[config.mk]
export PLATFORM = sky130hd
export DESIGN_NAME = scdp_sequencer
export DESIGN_NICKNAME = d
export VERILOG_FILES = /design/src/rtl/scdp_sequencer.sv
export SDC_FILE = /design/constraint.sdc
export NUM_CORES = 1
export LEC_CHECK = 0
export CAP_MARGIN = 20
export CORE_UTILIZATION = 50
export CTS_BUF_LIST = sky130_fd_sc_hd__clkbuf_4 sky130_fd_sc_hd__clkbuf_8
export CTS_CLUSTER_DIAMETER = 30
export CTS_CLUSTER_SIZE = 8
export DETAILED_ROUTE_END_ITERATION = 8
export GPL_ROUTABILITY_DRIVEN = 0
export PLACE_DENSITY = 0.82
export SLEW_MARGIN = 20
export SYNTH_ARGS = -nofsm -noshare
export SYNTH_HDL_FRONTEND = slang
export SYNTH_SLANG_ARGS = --single-unit
[constraint.sdc]
create_clock -name clk_i -period 2.6 [get_ports clk_i]
set_input_delay 0.39 -clock clk_i [delete_from_list [all_inputs] [get_ports clk_i]]
set_output_delay 0.39 -clock clk_i [all_outputs]
set_load 0.01 [all_outputs]
[src/rtl/scdp_sequencer.sv]
// ---------------------------------------------------------------------------
// scdp_sequencer -- control sequencer for a single-cycle-datapath style core.
//
// Walks each instruction through FETCH -> DECODE -> EXEC -> WB (BEQ retires
// from EXEC and skips WB). HALT parks the sequencer in DONE. Retirement stops
// once instr_count reaches MAX_INSTR. All outputs are Moore, decoded from the
// current state plus the opcode latched in DECODE.
//
// Optional feature macro: SCDP_SEQ_SINGLE_STEP_EN
//   When defined, adds input step_i and a PAUSE state entered after every
//   retirement; step_i=1 in PAUSE moves on to the next FETCH.
//
// Ports:
//   clk_i          single clock, rising edge
//   reset_i        synchronous active-high reset
//   start_i        launch request (honoured in IDLE and DONE only)
//   start_pc_i     first instruction address
//   opcode_i       opcode of the instruction at pc_o
//   imm_i          two's-complement branch offset
//   alu_zero_i     datapath ALU zero flag
//   step_i         single-step advance (SCDP_SEQ_SINGLE_STEP_EN only)
//   pc_o           current instruction address
//   ir_we_o        instruction-register load strobe
//   reg_we_o       register-file write enable
//   mem_we_o       data-memory write enable
//   alu_src_o      ALU operand B: 0 register, 1 immediate
//   alu_op_o       00 add, 01 sub, 10 funct-decoded
//   busy_o         instruction in flight
//   done_o         sequencer in DONE
//   instr_count_o  instructions retired since last launch
// ---------------------------------------------------------------------------
module scdp_sequencer #(
    parameter logic [7:0] MAX_INSTR = 8'd200
) (
    input  logic       clk_i,
    input  logic       reset_i,
    input  logic       start_i,
    input  logic [4:0] start_pc_i,
    input  logic [5:0] opcode_i,
    input  logic [4:0] imm_i,
    input  logic       alu_zero_i,
`ifdef SCDP_SEQ_SINGLE_STEP_EN
    input  logic       step_i,
`endif
    output logic [4:0] pc_o,
    output logic       ir_we_o,
    output logic       reg_we_o,
    output logic       mem_we_o,
    output logic       alu_src_o,
    output logic [1:0] alu_op_o,
    output logic       busy_o,
    output logic       done_o,
    output logic [7:0] instr_count_o
);

    localparam logic [5:0] OP_RTYPE = 6'b000000;
    localparam logic [5:0] OP_LW    = 6'b100011;
    localparam logic [5:0] OP_SW    = 6'b101011;
    localparam logic [5:0] OP_BEQ   = 6'b000100;
    localparam logic [5:0] OP_HALT  = 6'b111111;

`ifdef SCDP_SEQ_SINGLE_STEP_EN
    typedef enum logic [2:0] {
        S_IDLE, S_FETCH, S_DECODE, S_EXEC, S_WB, S_DONE, S_PAUSE
    } state_t;
`else
    typedef enum logic [2:0] {
        S_IDLE, S_FETCH, S_DECODE, S_EXEC, S_WB, S_DONE
    } state_t;
`endif

    state_t     state_q, state_d;
    logic [4:0] pc_q, pc_d;
    logic [7:0] cnt_q, cnt_d;
    logic [5:0] op_q, op_d;

    logic [4:0] pc_inc;
    logic [4:0] pc_br;
    logic [7:0] cnt_inc;
    logic       at_limit;
    state_t     retire_next;

    // 5-bit adds wrap modulo 32; adding the raw 5-bit imm is the same as
    // adding its sign extension and truncating.
    assign pc_inc   = pc_q + 5'd1;
    assign pc_br    = pc_inc + imm_i;
    // Saturate at 8'hFF so the counter can never wrap, even for odd limits.
    assign cnt_inc  = (cnt_q == 8'hFF) ? cnt_q : cnt_q + 8'd1;
    assign at_limit = (cnt_inc == MAX_INSTR) || (cnt_q == 8'hFF);

    // Where a retiring instruction goes; the limit wins over single-step.
`ifdef SCDP_SEQ_SINGLE_STEP_EN
    assign retire_next = at_limit ? S_DONE : S_PAUSE;
`else
    assign retire_next = at_limit ? S_DONE : S_FETCH;
`endif

    always_ff @(posedge clk_i) begin
        if (reset_i) begin
            state_q <= S_IDLE;
            pc_q    <= 5'd0;
            cnt_q   <= 8'd0;
            op_q    <= 6'd0;
        end else begin
            state_q <= state_d;
            pc_q    <= pc_d;
            cnt_q   <= cnt_d;
            op_q    <= op_d;
        end
    end

    always_comb begin
        state_d   = state_q;
        pc_d      = pc_q;
        cnt_d     = cnt_q;
        op_d      = op_q;
        ir_we_o   = 1'b0;
        reg_we_o  = 1'b0;
        mem_we_o  = 1'b0;
        alu_src_o = 1'b0;
        alu_op_o  = 2'b00;
        busy_o    = 1'b0;
        done_o    = 1'b0;

        case (state_q)
            S_IDLE, S_DONE: begin
                done_o = (state_q == S_DONE);
                if (start_i) begin
                    pc_d    = start_pc_i;
                    cnt_d   = 8'd0;
                    state_d = S_FETCH;
                end
            end
            S_FETCH: begin
                busy_o  = 1'b1;
                ir_we_o = 1'b1;
                state_d = S_DECODE;
            end
            S_DECODE: begin
                busy_o  = 1'b1;
                op_d    = opcode_i;
                // HALT does not retire, so the count is left alone.
                state_d = (opcode_i == OP_HALT) ? S_DONE : S_EXEC;
            end
            S_EXEC: begin
                busy_o = 1'b1;
                case (op_q)
                    OP_RTYPE:     alu_op_o  = 2'b10;
                    OP_LW, OP_SW: alu_src_o = 1'b1;
                    OP_BEQ:       alu_op_o  = 2'b01;
                    default:      ;
                endcase
                if (op_q == OP_BEQ) begin
                    pc_d    = alu_zero_i ? pc_br : pc_inc;
                    cnt_d   = cnt_inc;
                    state_d = retire_next;
                end else begin
                    state_d = S_WB;
                end
            end
            S_WB: begin
                busy_o   = 1'b1;
                reg_we_o = (op_q == OP_RTYPE) || (op_q == OP_LW);
                mem_we_o = (op_q == OP_SW);
                pc_d     = pc_inc;
                cnt_d    = cnt_inc;
                state_d  = retire_next;
            end
`ifdef SCDP_SEQ_SINGLE_STEP_EN
            S_PAUSE: begin
                busy_o = 1'b1;
                if (step_i) state_d = S_FETCH;
            end
`endif
            default: state_d = S_IDLE;
        endcase
    end

    assign pc_o          = pc_q;
    assign instr_count_o = cnt_q;

endmodule

[After elaboration in Yosys (flattened, before gate mapping)]
Index checks and enable logic that the tools add are counted.
Word-level totals
  flip-flop bits (word level): 22
  latch bits: 0
  bits in writable memories: 0
  ROM bits: 0
  input port bits: 20
  logic and storage cells: 51
  memories: 0
Operators by class
  add/sub/neg operators: 3
  multiply operators: 0
  div/mod/pow operators: 0
  magnitude comparators: 0
  eq/ne operators: 13
  shift-type cells: 0
  mux-type cells: 22
  bitwise logic cells: 0
  reductions and logical operators: 9
Operators by type and width (number)
  8-bit two-way mux: 3
  8-bit case mux with 3 select lines: 1
  6-bit == test (second input constant): 3
  8-bit == test (second input constant): 2
  5-bit two-way mux: 3
  3-bit case mux with 5 select lines: 1
  5-bit case mux with 3 select lines: 1
  3-bit two-way mux: 4
  8-bit by 1-bit adder with 8-bit output (second input constant): 1
  1-bit two-way mux: 7
  3-bit by 2-bit == test with 1-bit output (second input constant): 2
  3-bit == test (second input constant): 2
  6-bit by 3-bit == test with 1-bit output (second input constant): 1
  6-bit logical NOT: 1
  5-bit by 1-bit adder with 5-bit output (second input constant): 1
  5-bit adder: 1
  2-bit inequality test (second input constant): 2
  2-bit case mux with 2 select lines: 1
  2-bit OR reduction: 2
  4-bit OR reduction: 1
  3-bit by 1-bit == test with 1-bit output (second input constant): 1
  3-bit logical NOT: 1
  3-bit AND reduction: 1
  3-bit nonzero test: 1
  other kinds (2): 3

[Depth between registers and ports, before layout]
  word-level depth: 7
  gate-level depth with buffers: 8
  gate-level depth less buffers: 8

[Least setup slack after synthesis]
No wires, ideal clock.
  path kind: reg-to-reg
  start point: register pc_q[0] (netlist: pc_o[0])
  end point: register pc_q[4] (netlist: pc_o[4])
  setup time: 0.126 ns
  arrival time: 1.886 ns
  path slack: 0.588 ns
  cell stages (with the launch flop): 9
  path through: dfxtp_1 -> ha_1 -> xor2_1 -> ha_1 -> a21o_1 -> a21oi_1 -> mux2i_1 -> xnor2_1 -> o22ai_1
On the way
  word-level cells in the longest chain between the ends: 5
Ends and longest elaborated chain
  from (decl): line 73  | logic [4:0] pc_q, pc_d;
  from (signal assigned): line 106  | pc_q <= pc_d;
  5-bit by 1-bit adder with 5-bit output (*): line 85  | assign pc_inc = pc_q + 5'd1;
  5-bit adder: line 86  | assign pc_br = pc_inc + imm_i;
  5-bit two-way mux: line 154  | pc_d = alu_zero_i ? pc_br : pc_inc;
  5-bit two-way mux: line 153  | if (op_q == OP_BEQ) begin
  5-bit case mux with 3 select lines (*): line 125  | case (state_q)
Every way passes the cells marked *; elsewhere a longest branch is shown, timed or not. The select of a mux whose other input is x is not followed.
A chain may end at the register's enable or synchronous reset.

[Worst setup path in the final report]
  start point: register state_q[2]
  end point: output alu_src_o
On the way
  word-level cells in the longest chain between the ends: 2
Ends and longest elaborated chain
  from (decl): line 72  | state_t state_q, state_d;
  from (signal assigned): line 105  | state_q <= state_d;
  3-bit by 2-bit == test with 1-bit output: line 125
  1-bit two-way mux: line 125
  to (decl): line 49  | output logic alu_src_o,
Every way passes these cells.

==> impl_results.md <==
- Run status: completed
- Synth Instances: 186
- # DRC: 0
- Clock Sinks: 22
- Antenna violations before repair: 0
- Crit path buf inv count: 2
- Distinct cells, synth: 60
- Syn_nets: 213
- Pwr dens: 381 nW/um^2
- Clk root buf: clkbuf_4
- Hold WC Path Type: reg -> reg
- Final setup fails: 0
- CP cell instances: buf_4 -> nand3b_2 -> nor4_1 -> clkdlybuf4s50_1
- Row cnt: 20
- Die width: 59.1 um
- Hold Path Depth: 2
- Die area: 3500 um^2
- Hold Slack: 0.563 ns
- Clock buffer count from CTS: 3
- Detailed Place HPWL: 3270 um
- Asr flop ratio synth: 0%
- # diodes: 0
- H-tree levels: 1
- Worst-path clk slew: 0.14 ns
- Cell family with most CP delay: buffers and inverters
- Reg2reg start: pc_o[0]
- Crit Path Max Fanout: 11
- Routed vias: 1666
- Final WL: 4230 um
- Dpl cell area: 2050 um^2
- Max Slew Vio Count: 0
- Largest net degree at the start of global routing: 24
- Reg2Reg Capture Point: pc_o[4]
- Minimum clock period: 2.54 ns
- Vias per cell: 6.15
- Tightest Pin Transition: 0.701 ns
- PortBufs: 40
- Core area: 3080 um^2
- Critical-path top delay cell: clkdlybuf4s50_1
- Total Routing Usage GR: 26.7%
- Starting Density: 53.0%
- Worst hold start: pc_o[3]
- Sequential share of the synthesized area: 27.0%
- CP Class: reg -> out
- Register area: 440 um^2
- Critical path required time: 2.21 ns
- Design area: 2090 um^2
- Fin Clk Skew: 0.00860 ns
- Worst setup EP type: primary output
- Most common flop cell mapped by yosys: dfxtp_1
- Critical path launch point type: register
- Slew margin rel.: 53.1%
- Nets: 255
- Skew-Pair Late Insertion Delay: 0.33 ns
- Max Buffers Root-to-Sink: 2
- Fin. Hold Viols: 0
- Sum of negative setup slack: 0 ns
- DRT iter0 DRCs: 110
- Critical Path AT: 2.15 ns
- Ports: 41
- Internal reg-to-reg setup slack: 0.43 ns
- Filler cells: 265
- Number of synthesized flops with an enable pin: 0
- Yosys warning count: 0
- Area of the multi-input gates: 1110 um^2
- Final Cycle Share: 97.6%
- Crit-path max cell delay: 0.60 ns
- Min-Delay Endpoint: pc_o[3]
- Worst Reg2Reg Path Length in Cells: 8
- Vias in the first global route: 1553
- Maximum vdd ir drop: 221 uV
- ANT nets after route: 0
- RSZ-0062 raised after global routing: false
- Drt wl/cell: 15.6 um
- Layout cells sized above 1: 11.9%
- Leakage: 0.754 nW
- Register bit total from synthesis: 22
- Fmax: 0.394 GHz
- Setup Buffers After CTS: 0
- GR Overflow Total: 0
- Area grow syn2layout: 27.9%
- Cell Area, Synth: 1630 um^2
- Crit path depth: 4
- Die Y: 59.1 um
- CTS tree: built
- DR pass1 iterations: 5
- First-pass GRT wire length: 7020 um
- Max-cap viol count: 0
- Syn Area/Cell: 8.77 um^2
[flip-flops by register name, summed over array words and instances, names as in the netlist]
name and count:
state_q 3, instr_count_o 8, op_q 6, pc_o 5
[routing by layer]
metal | part of all wire (%) | global-route usage, %
met4 | 2.0 | 12.2
met1 | 42 | 34.1
met2 | 49 | 44.5
met5 | 0 | 0
met3 | 6.8 | 3.49
[how the worst max path moves through the flow]
stage | startpoint | endpoint | slack [ns]
2_1_floorplan | pc_o[0] | pc_o[4] | 0.59
3_3_place_gp | imm_i[0] | pc_o[4] | 0.26
3_5_place_dp | imm_i[0] | pc_o[4] | 0.23
4_1_cts | op_q[1] | alu_op_o[0] | 0.04
5_1_grt | state_q[2] | alu_op_o[1] | 0.001
6_report | state_q[2] | alu_src_o | 0.06
[worst min-delay path: stages (launching register included)]
cell      delay, ns
dfxtp_1        0.37
nor2_1         0.11
a211oi_1       0.05
[per-stage QoR]
| stage | utilization, % | std cells | power, mW | worst slack [ns] |
|---|---|---|---|---|
| floorplan | - | 186 | 0.513 | 0.588 |
| global placement | 66.5 | 267 | 0.585 | 0.260 |
| detailed placement | 66.5 | 267 | 0.594 | 0.229 |
| CTS | 67.7 | 271 | 0.791 | 0.0444 |
| global route | 67.8 | 271 | 0.830 | 0.00125 |
| finish | 67.8 | 271 | 0.795 | 0.0637 |
[cell families (layout without fill, tap and decap cells)]
logic type      Yosys count  in the layout  share of synthesized area (%)
mux                      10             10                           6.21
compound gates           52             52                           23.6
xor+xnor                  7              7                           3.76
flops                    22             22                           27.0
simple gates             77             77                           28.0
buf+inv                  10             51                           4.98
fa+ha+maj                 8              8                           6.44
[repair_timing]
item | 4_1_cts | 5_1_grt
gates cloned | 0 | 0
resized for setup | 2 | 1
setup endpoints to repair | 1 | 1
hold buffers | 0 | 0
[cells in the mapped netlist (all sizes together) (5+ instances only)]
cell type,count,share of area [%]
a21oi,13,4.2
a211oi,9,4.8
nor2,22,5.2
xnor2,6,3.2
buf,5,3.2
o21ai,7,2.1
and3,5,1.9
mux2i,9,5.5
nand3,9,2.8
nand2,7,1.6
ha,6,4.6
dfxtp,22,27
[power by group]
group,internal (mW),switching [mW]
registers,0.351,0.0159
logic,0.114,0.107
clock network,0.0858,0.121
[cell usage in the layout (no fill, tap or decap), types with 2 or more instances in the layout]
cell	n
a21oi_1	12
and3_1	5
ha_1	6
xnor2_1	6
dfxtp_1	22
nand3_1	9
inv_1	3
clkdlybuf4s50_1	38
a211oi_2	2
a222oi_1	4
nand2_1	7
a31oi_1	4
buf_4	4
nor2_1	21
nand2b_1	2
mux2i_1	9
o21ai_0	7
and4_1	2
a31o_2	2
clkbuf_4	3
a21o_1	3
a211oi_1	7
nor4_1	4
nor3_1	3
or4_1	2
nand4_1	3
o22ai_1	2
[final cells by class]
type                            instances  area share [%]
Multi-Input combinational cell        154            53.3
Inverter                                3           0.540
Clock buffer                            4            1.74
Sequential cell                        22            21.1
Tap cell                               44            2.64
Timing Repair Buffer                   44            20.7
(Power assumes the default switching activity.)
